[src/rtl/fts_pulse_scheduler_if.sv]
// Signal bundle between fts_pulse_scheduler (slave) and its requesters / slow-side logic (master).
// FTS_SCHED_ACK_EN adds ack_sync, the clk2 acknowledge already synchronized into clk1.
interface fts_pulse_scheduler_if #(
    parameter int N_REQ = 4,
    parameter int CNT_W = 8
);
    localparam int ID_W = (N_REQ > 1) ? $clog2(N_REQ) : 1;

    logic [N_REQ-1:0] req;
    logic [N_REQ-1:0] pend;
    logic             chan_pulse;
    logic [ID_W-1:0]  chan_id;
    logic             grant_vld;
    logic             busy;
    logic [CNT_W-1:0] drop_cnt;
    logic [2:0]       fsm_state;

    // Handshake: req is a fire-and-forget pulse (no ready); a pulse hitting an already-set
    // pend bit is counted in drop_cnt. With the ack option, chan_pulse/ack_sync run a
    // four-phase handshake: pulse up, ack up, pulse down, ack down.
`ifdef FTS_SCHED_ACK_EN
    logic ack_sync;

    modport master (output req, output ack_sync,
                    input pend, input chan_pulse, input chan_id, input grant_vld,
                    input busy, input drop_cnt, input fsm_state);
    modport slave  (input req, input ack_sync,
                    output pend, output chan_pulse, output chan_id, output grant_vld,
                    output busy, output drop_cnt, output fsm_state);
`else
    modport master (output req,
                    input pend, input chan_pulse, input chan_id, input grant_vld,
                    input busy, input drop_cnt, input fsm_state);
    modport slave  (input req,
                    output pend, output chan_pulse, output chan_id, output grant_vld,
                    output busy, output drop_cnt, output fsm_state);
`endif
endinterface

[src/rtl/fts_pulse_scheduler.sv]
// Round-robin scheduler sharing one fast-to-slow pulse channel among N_REQ requesters.
// Optional macro FTS_SCHED_ACK_EN: hold the pulse until a four-phase ack from the slow side.
module fts_pulse_scheduler #(
    parameter int N_REQ     = 4,
    parameter int PULSE_CYC = 3,
    parameter int GAP_CYC   = 3,
    parameter int CNT_W     = 8
) (
    input  logic                 clk1,
    input  logic                 sys_rst,
    fts_pulse_scheduler_if.slave bus
);
    localparam int ID_W    = (N_REQ > 1) ? $clog2(N_REQ) : 1;
    localparam int CNT_MAX = (PULSE_CYC > GAP_CYC) ? PULSE_CYC : GAP_CYC;
    localparam int CW      = (CNT_MAX > 1) ? $clog2(CNT_MAX) : 1;
    localparam int SUM_W   = CNT_W + 5;

    localparam logic [CW-1:0]    PULSE_LD = CW'(PULSE_CYC - 1);
    localparam logic [CW-1:0]    GAP_LD   = CW'(GAP_CYC - 1);
    localparam logic [SUM_W-1:0] SAT      = {5'b0, {CNT_W{1'b1}}};

    typedef enum logic [2:0] {
        IDLE    = 3'd0,
        PULSE   = 3'd1,
`ifdef FTS_SCHED_ACK_EN
        WAIT_HI = 3'd3,
        WAIT_LO = 3'd4,
`endif
        GAP     = 3'd2
    } state_t;

    state_t           state, state_n;
    logic [CW-1:0]    cnt, cnt_n;
    logic [N_REQ-1:0] pend_q, pend_n, clr, drops;
    logic             chan_pulse_q, pulse_n;
    logic [ID_W-1:0]  chan_id_q, id_n;
    logic             grant_vld_q, grant;
    logic [CNT_W-1:0] drop_cnt_q, drop_n;
    logic [ID_W-1:0]  rr_last, winner;
    logic [SUM_W-1:0] ndrop, sum;

    // Round-robin search: first pending bit at or after rr_last+1, wrapping at N_REQ-1.
    always_comb begin
        int              pos;
        logic [ID_W-1:0] idx;
        logic            found;
        winner = '0;
        found  = 1'b0;
        pos    = 0;
        idx    = '0;
        for (int k = 0; k < N_REQ; k++) begin
            pos = (int'(rr_last) + 1 + k) % N_REQ;
            idx = ID_W'(pos);
            if (!found && pend_q[idx]) begin
                found  = 1'b1;
                winner = idx;
            end
        end
    end

    always_comb begin
        state_n = state;
        cnt_n   = cnt;
        pulse_n = chan_pulse_q;
        id_n    = chan_id_q;
        grant   = 1'b0;
        case (state)
            IDLE: begin
                if (|pend_q) grant = 1'b1;
            end
            PULSE: begin
                if (cnt == '0) begin
`ifdef FTS_SCHED_ACK_EN
                    state_n = WAIT_HI;
`else
                    state_n = GAP;
                    pulse_n = 1'b0;
                    cnt_n   = GAP_LD;
`endif
                end else begin
                    cnt_n = cnt - 1'b1;
                end
            end
            GAP: begin
                if (cnt != '0)   cnt_n   = cnt - 1'b1;
                else if (|pend_q) grant  = 1'b1;
                else             state_n = IDLE;
            end
`ifdef FTS_SCHED_ACK_EN
            WAIT_HI: begin
                if (bus.ack_sync) begin
                    pulse_n = 1'b0;
                    state_n = WAIT_LO;
                end
            end
            WAIT_LO: begin
                if (!bus.ack_sync) begin
                    cnt_n   = GAP_LD;
                    state_n = GAP;
                end
            end
`endif
            default: state_n = IDLE;
        endcase
        if (grant) begin
            state_n = PULSE;
            pulse_n = 1'b1;
            id_n    = winner;
            cnt_n   = PULSE_LD;
        end
    end

    // A request colliding with its own grant re-arms pend and is not a drop.
    always_comb begin
        clr = '0;
        if (grant) clr[winner] = 1'b1;
        drops  = bus.req & pend_q & ~clr;
        pend_n = (pend_q & ~clr) | bus.req;
        ndrop  = '0;
        for (int i = 0; i < N_REQ; i++) ndrop = ndrop + SUM_W'(drops[i]);
        sum    = {5'b0, drop_cnt_q} + ndrop;
        drop_n = (sum > SAT) ? {CNT_W{1'b1}} : sum[CNT_W-1:0];
    end

    always_ff @(posedge clk1 or posedge sys_rst) begin
        if (sys_rst) begin
            state        <= IDLE;
            cnt          <= '0;
            pend_q       <= '0;
            chan_pulse_q <= 1'b0;
            chan_id_q    <= '0;
            grant_vld_q  <= 1'b0;
            drop_cnt_q   <= '0;
            rr_last      <= ID_W'(N_REQ - 1);
        end else begin
            state        <= state_n;
            cnt          <= cnt_n;
            pend_q       <= pend_n;
            chan_pulse_q <= pulse_n;
            chan_id_q    <= id_n;
            grant_vld_q  <= grant;
            drop_cnt_q   <= drop_n;
            if (grant) rr_last <= winner;
        end
    end

    assign bus.pend       = pend_q;
    assign bus.chan_pulse = chan_pulse_q;
    assign bus.chan_id    = chan_id_q;
    assign bus.grant_vld  = grant_vld_q;
    assign bus.busy       = (state != IDLE);
    assign bus.drop_cnt   = drop_cnt_q;
    assign bus.fsm_state  = state;
endmodule

[src/flat_wrapper.sv]
// flat-port wrapper written by rule: the top's interface ports become plain ports
module fts_pulse_scheduler_flat 
#(
    parameter int N_REQ     = 4,
    parameter int PULSE_CYC = 3,
    parameter int GAP_CYC   = 3,
    parameter int CNT_W     = 8
)
  (clk1, sys_rst, bus_req, bus_pend, bus_chan_pulse, bus_chan_id, bus_grant_vld, bus_busy, bus_drop_cnt, bus_fsm_state);
  fts_pulse_scheduler_if #(.N_REQ(N_REQ), .CNT_W(CNT_W)) bus_i ();
  input  logic clk1;
  input  logic sys_rst;
  input wire logic [$bits(bus_i.req)-1:0] bus_req;
  output wire logic [$bits(bus_i.pend)-1:0] bus_pend;
  output wire logic [$bits(bus_i.chan_pulse)-1:0] bus_chan_pulse;
  output wire logic [$bits(bus_i.chan_id)-1:0] bus_chan_id;
  output wire logic [$bits(bus_i.grant_vld)-1:0] bus_grant_vld;
  output wire logic [$bits(bus_i.busy)-1:0] bus_busy;
  output wire logic [$bits(bus_i.drop_cnt)-1:0] bus_drop_cnt;
  output wire logic [$bits(bus_i.fsm_state)-1:0] bus_fsm_state;
  assign bus_i.req = bus_req;
  assign bus_pend = bus_i.pend;
  assign bus_chan_pulse = bus_i.chan_pulse;
  assign bus_chan_id = bus_i.chan_id;
  assign bus_grant_vld = bus_i.grant_vld;
  assign bus_busy = bus_i.busy;
  assign bus_drop_cnt = bus_i.drop_cnt;
  assign bus_fsm_state = bus_i.fsm_state;
  fts_pulse_scheduler #(.N_REQ(N_REQ), .PULSE_CYC(PULSE_CYC), .GAP_CYC(GAP_CYC), .CNT_W(CNT_W)) u_core (.clk1(clk1), .sys_rst(sys_rst), .bus(bus_i));
endmodule
[config.mk]
export PLATFORM = sky130hd
export DESIGN_NAME = fts_pulse_scheduler_flat
export DESIGN_NICKNAME = d
export VERILOG_FILES = /design/src/rtl/fts_pulse_scheduler_if.sv /design/src/rtl/fts_pulse_scheduler.sv /design/src/flat_wrapper.sv
export SDC_FILE = /design/constraint.sdc
export NUM_CORES = 1
export LEC_CHECK = 0
export BUFFER_PORTS_ARGS = -buffer_cell sky130_fd_sc_hd__buf_2
export CORE_MARGIN = 2
export CORE_UTILIZATION = 54
export DETAILED_ROUTE_END_ITERATION = 6
export PLACE_DENSITY_LB_ADDON = 0.08
export RECOVER_POWER = 100
export SYNTH_ARGS = -nofsm -noshare
export SYNTH_HDL_FRONTEND = slang
export SYNTH_SLANG_ARGS = --single-unit
[constraint.sdc]
create_clock -name clk1 -period 4.1 [get_ports clk1]
set_input_delay 0 -clock clk1 [delete_from_list [all_inputs] [get_ports clk1]]
set_output_delay 0 -clock clk1 [all_outputs]
set_load 0.01 [all_outputs]
==> impl_metrics.py, run 1 <==
metrics = {
    "cts": {
        "numClockSinks": 22,
        "cts_tree": "yes",
        "ctsResizeCount": 0,
        "cts_buffers": 3,
        "cts-htree-levels": 1,
        "root_buffer": "clkbuf_4",
        "clockBufferDepth": 2,
        "clk_latency_ps": 320,
        "clk_pin_slew_worst_paths_ps": 130,
    },
    "critical_path": {
        "cp-end-kind": "flop",
        "cp_num_buf_inv": 1,
        "r2r_setup_slack_ps": 400,
        "crit_fanout": 6,
        "path_class": "flop to flop",
        "cp.arrival_ps": 3910,
        "critPathRequiredTime_ps": 4310,
        "regToRegEndpoint": "u_core.bus.drop_cnt[5]",
        "reg2reg_depth": 13,
        "slowest_stage": "fa_1",
        "slowest_delay_ps": 460,
        "path_delay_family": "adder cells",
        "cp-start-kind": "flop",
        "rr_startpoint": "u_core.bus.fsm_state[0]",
        "crit_path_cell_trace": "inv_1, ha_1, a21oi_1, or2_0, nor2_1, a21oi_1, ha_1, fa_1, ha_1, fa_1, a21oi_1, o21ai_0, mux2_2",
    },
    "global_routing": {
        "grt_overflow": 0,
        "grt_max_degree": 23,
        "grt_usage_pct": 22.3,
        "grt_pass1_wl_mm": 4.62,
        "antenna_found_initial": 0,
        "first_global_vias": 1069,
    },
    "place": {
        "dp_hpwl_mm": 1.93,
        "gp_congestion": 0.840,
        "portBuffers": 24,
    },
    "finish": {
        "syn2layout_area_growth_pct": 15.9,
        "drive_above_1_share_pct": 12.1,
        "n_antenna_cell": 0,
        "seqCellArea_sq_um": 553,
        "fillers": 193,
        "finalNetCount": 185,
        "final_util_pct": 67.6,
        "multiInputGateArea_sq_um": 708,
    },
    "sta": {
        "fmax_ghz": 0.271,
        "min_period_over_period_pct": 90.1,
        "finalSetupViolCount": 0,
        "grt_setup_unrepaired": "no",
        "clock_skew_ps": 7.35,
        "fin_tns_setup_ps": 0,
        "drv_slew": 0,
        "min_period_ps": 3700,
        "holdWs_ps": 387,
        "max-slew-margin-rel_pct": 43.4,
        "tightest_slew_ps": 848,
        "finalHoldViolCount": 0,
    },
    "pwr": {
        "power.leakage_nw": 0.707,
        "p_per_area_nw_per_um2": 981,
        "vdd_drop_max_mv": 0.652,
    },
    "drt": {
        "dr.pass1.iters": 4,
        "finalWirelength_mm": 2.62,
        "wire_per_inst_um": 13.6,
        "drtAntennaViolNets": 0,
        "via_per_inst": 5.53,
        "vias": 1067,
        "first_iter_violations": 13,
        "route.detailed.drc": 0,
    },
    "synthesis": {
        "synth_area_sq_um": 1330,
        "ys_warn_count": 0,
        "synth_enable_flop_cells": 0,
        "synth_cells": 135,
        "synth.largest_area_cell": "dfrtp_1",
        "synth-seq-cells": 22,
        "synth_area_per_cell_sq_um": 9.82,
        "syn_nets": 154,
        "synth_cell_types": 38,
        "synthArstFlopShare_pct": 100,
        "synth_area_leaders": "dfrtp_1 38%, ha_1 10%, a21oi_1 4.9%, nand2_1 4.8%, dfstp_2 4.0%",
        "synth_most_common_cell": "dfrtp_1",
        "synth_common_cells": "20 x dfrtp_1, 17 x nand2_1, 13 x a21oi_1, 13 x nor2_1, 11 x ha_1",
        "synth-seq-area-share_pct": 41.7,
        "synth.top_cell.area_share_pct": 37.7,
        "synthFlopType": "dfrtp_1",
    },
    "die": {
        "coreArea_sq_um": 2280,
        "rows": 17,
        "initial_core_util_pct": 58.3,
        "dieArea_sq_um": 2870,
        "ios": 26,
        "die_h_um": 53.6,
        "chipWidth_um": 53.6,
    },
    "worst_hold_path": {
        "hp-class": "primary input to async pin",
    },
    "outcome": {
        "outcome": "finished, final reports clean",
    },
    "flow_run": {
        "drv_cap": 0,
    },
}
==> area by class of cell <==
cell class	count	area share (%)
repair buffers	30	10.0
well taps	28	2.28
clock buffers	3	1.46
clock inverters	1	1.95
multi-input cells	101	46.1
flip-flops and latches	22	36.0
inverters	8	2.28
==> how the worst max path moves through the flow <==
stage / start / slack (ps) / to / cells after the start
after floorplan: u_core.rr_last[1] / 560 / u_core.bus.drop_cnt[5] / 12
after global placement: u_core.bus.fsm_state[0] / 510 / u_core.bus.drop_cnt[5] / 13
after detailed placement: u_core.bus.fsm_state[0] / 440 / u_core.bus.drop_cnt[5] / 13
after CTS: u_core.bus.fsm_state[0] / 400 / u_core.bus.drop_cnt[5] / 13
after global routing: u_core.bus.fsm_state[0] / 70 / u_core.bus.drop_cnt[5] / 13
final: u_core.bus.fsm_state[0] / 400 / u_core.bus.drop_cnt[5] / 13
==> power by group <==
part | total [mW] | internal, mW | switching, mW
combinational | 0.878 | 0.389 | 0.489
sequential | 0.460 | 0.338 | 0.122
clock | 0.171 | 0.0989 | 0.0719
==> metal layers <==
metal  wire length, um  vias to the layer above  GRT usage, %
met5                 0                        -             0
met1              1200                      527          26.5
met3                78                        4          4.17
met2              1320                       17          40.5
li1                  -                      519             -
met4                27                        0          7.26
==> layout by cell type, fill, tap and decap left out, types with 2 or more instances in the layout <==
master,n
nor3_1,4
mux2i_1,2
a21oi_1,13
nor2_1,13
clkbuf_1,19
a31oi_1,2
o22ai_1,2
dlygate4sd3_1,5
clkbuf_4,3
dfstp_2,2
ha_1,11
nand3_1,3
nand2b_1,4
a21o_1,6
buf_2,5
inv_1,7
a21oi_2,2
nand2_1,17
mux2_2,2
dfrtp_1,20
fa_1,2
==> timing repair <==
action,4_1_cts,5_1_grt
setup buffers,0,0
hold endpoints to repair,24,0
hold buffers,5,0
endpoints found under the setup margin,0,0
==> worst register-to-register path: cells and delay by family, from the launching register on <==
| kind | cells | cell delay, ps |
|---|---|---|
| AO/OA/AOI/OAI | 4 | 640 |
| adder cells (fa/ha/maj) | 5 | 1710 |
| buffers and inverters | 1 | 120 |
| flip-flops | 1 | 450 |
| multiplexers | 1 | 270 |
| AND/OR/NAND/NOR | 2 | 400 |
==> sequential cells by signal (all words and copies together), names as in the netlist <==
| register | count |
|---|---|
| u_core.rr_last | 2 |
| u_core.bus.fsm_state | 2 |
| u_core.bus.drop_cnt | 8 |
| u_core.bus.grant_vld | 1 |
| u_core.bus.pend | 4 |
| u_core.bus.chan_pulse | 1 |
| u_core.cnt | 2 |
| u_core.bus.chan_id | 2 |
==> cells by family (layout without fill, tap and decap cells) <==
kind of cell,count (synthesis),count (layout),synth area share (%)
and+or+nand+nor,48,48,17.8
AOI/OAI and AO/OA,32,32,16.5
DFF,22,22,41.7
adders and majority gates,13,13,13.4
buffers and inverters,12,42,4.91
muxes,5,5,4.06
xor gates and xnor gates,2,2,1.32
other,1,1,0.283
==> through the flow <==
step                      std cells  setup WS, ps  instance area, sq um  power, mW
after floorplan                 135           558                  1330       1.12
after global placement          184           505                  1460       1.33
after detailed placement        184           444                  1460       1.37
after CTS                       193           405                  1560       1.55
after global routing            193          70.5                  1540       1.69
final                           193           404                  1540       1.51
(Power assumes the default switching activity.)
==> run 2: changes to the inputs <==
BUFFER_PORTS_ARGS = -buffer_cell sky130_fd_sc_hd__buf_4   (was -buffer_cell sky130_fd_sc_hd__buf_2)
GPL_TIMING_DRIVEN = 0   (was default)
==> impl_metrics.py, run 2 (synthesis results as in run 1) <==
metrics = {
    "die": {
        "chipWidth_um": 53.6,
        "die_h_um": 53.6,
        "initial_core_util_pct": 58.3,
        "ios": 26,
        "coreArea_sq_um": 2280,
        "rows": 17,
        "dieArea_sq_um": 2870,
    },
    "critical_path": {
        "cp.arrival_ps": 3990,
        "cp-start-kind": "flop",
        "path_delay_family": "adder cells",
        "slowest_delay_ps": 540,
        "r2r_setup_slack_ps": 310,
        "critPathRequiredTime_ps": 4300,
        "crit_path_cell_trace": "clkbuf_1, mux2i_1, a2bb2oi_1, and2_2, a21oi_1, ha_1, fa_1, ha_1, fa_1, a21oi_2, o21ai_0, mux2_2",
        "slowest_stage": "dfstp_2",
        "cp_num_buf_inv": 1,
        "cp-end-kind": "flop",
        "path_class": "flop to flop",
        "crit_fanout": 7,
    },
    "finish": {
        "finalNetCount": 188,
        "syn2layout_area_growth_pct": 18.7,
        "n_antenna_cell": 0,
        "fillers": 214,
        "layout_common_cells": "20 x clkbuf_1, 20 x dfrtp_1, 17 x nand2_1",
        "largest_reg_flops": 8,
        "drive_above_1_share_pct": 14.9,
    },
    "pwr": {
        "combPwrFrac_pct": 59.3,
        "power.leakage_nw": 0.721,
        "power_frac_seq_pct": 29.6,
        "p_int_mw": 0.840,
        "vdd_drop_max_mv": 0.615,
        "p_per_area_nw_per_um2": 964,
        "swShare_pct": 44.6,
        "power_frac_clock_pct": 11.0,
        "switching_power_mw": 0.677,
    },
    "sta": {
        "max-slew-margin-rel_pct": 43.7,
        "finalHoldViolCount": 0,
        "grt_setup_unrepaired": "no",
        "tightest_slew_ps": 843,
        "finalSetupViolCount": 0,
        "holdWs_ps": 400,
        "min_period_over_period_pct": 92.3,
        "drv_slew": 0,
        "fmax_ghz": 0.264,
        "clock_skew_ps": 5.47,
        "fin_tns_setup_ps": 0,
        "min_period_ps": 3790,
    },
    "cts": {
        "cts-htree-levels": 1,
        "cts_tree": "yes",
        "cts_setup_buffers": 0,
        "clockBufferDepth": 2,
        "numClockSinks": 22,
        "cts_buffers": 3,
        "clk_pin_slew_worst_paths_ps": 130,
        "clk_latency_ps": 300,
        "root_buffer": "clkbuf_4",
    },
    "global_routing": {
        "grt_usage_pct": 21.0,
        "antenna_found_initial": 0,
        "grt_max_degree": 23,
        "first_global_vias": 1021,
        "use_met3_pct": 3.06,
        "grt_overflow": 0,
        "grt_pass1_wl_mm": 4.32,
        "busiest_layer": "met2",
        "grt_use_met1_pct": 26.2,
        "met2_usage_pct": 36.8,
    },
    "place": {
        "dp_hpwl_mm": 1.85,
        "portBuffers": 24,
        "gp_congestion": 0.778,
    },
    "drt": {
        "dr.pass1.iters": 5,
        "wire_per_inst_um": 12.9,
        "drtAntennaViolNets": 0,
        "via_per_inst": 5.46,
        "route.detailed.drc": 0,
        "first_iter_violations": 11,
        "vias": 1071,
        "finalWirelength_mm": 2.52,
    },
    "outcome": {
        "outcome": "finished, final reports clean",
    },
    "worst_hold_path": {
        "hp-class": "primary input to async pin",
    },
    "flow_run": {
        "drv_cap": 0,
    },
}
-- run 2: worst reg2reg max path, cell delays in order, from the launching register on --
cell	delay, ps
dfstp_2	540
clkbuf_1	250
mux2i_1	230
a2bb2oi_1	250
and2_2	260
a21oi_1	90
ha_1	310
fa_1	470
ha_1	240
fa_1	430
a21oi_2	240
o21ai_0	120
mux2_2	260
-- run 2: area by class of cell --
type | instances | area, sq um | area share, %
multi-input cells | 101 | 713 | 45.3
inverters | 8 | 31.3 | 1.99
plain buffers | 4 | 30.0 | 1.91
repair buffers | 29 | 159 | 10.1
flip-flops and latches | 22 | 553 | 35.1
well taps | 28 | 35.0 | 2.23
clock buffers | 3 | 22.5 | 1.43
clock inverters | 1 | 30.0 | 1.91
-- run 2: per-layer routing --
metal / up-vias / wire, um
li1: 527 / -
met2: 20 / 1300
met4: 0 / 25
met3: 2 / 72
met5: - / 0
met1: 522 / 1120
-- run 2: worst paths after layout --
path,startpoint,to,cells past startpoint
min in group clk1,bus_req[2],u_core.bus.pend[2],3
setup reg to reg,u_core.rr_last[1],u_core.bus.drop_cnt[5],12
setup / recovery,u_core.rr_last[1],u_core.bus.drop_cnt[5],12
hold reg to reg,u_core.bus.chan_pulse,u_core.bus.chan_pulse,2
max in group asynchronous,sys_rst,u_core.cnt[0],3
hold / removal,sys_rst,u_core.bus.drop_cnt[7],3
-- run 2: what timing repair did --
action / 4_1_cts / 5_1_grt
resized for setup: 0 / 2
hold endpoints to repair: 24 / 0
hold buffers: 5 / 0
setup endpoints to repair: 0 / 7
-- run 2: power by group through the flow --
stage | logic, mW | clock network (mW) | registers (mW)
after detailed placement | 0.961 | 0 | 0.457
after floorplan | 0.646 | 0 | 0.478
after global routing | 1.04 | 0.181 | 0.469
final | 0.900 | 0.167 | 0.450
after CTS | 0.978 | 0.172 | 0.453
after global placement | 0.923 | 0 | 0.450
-- run 2: per-stage QoR --
step	util, %	instance area (sq um)	power (mW)	worst slack [ps]	cells
3_5_place_dp	67.7	1540	1.42	180	187
6_report	69.2	1570	1.52	315	196
4_1_cts	72.2	1640	1.60	149	196
5_1_grt	69.2	1570	1.69	24.4	196
2_1_floorplan	-	1330	1.12	558	135
3_3_place_gp	67.7	1540	1.37	256	187
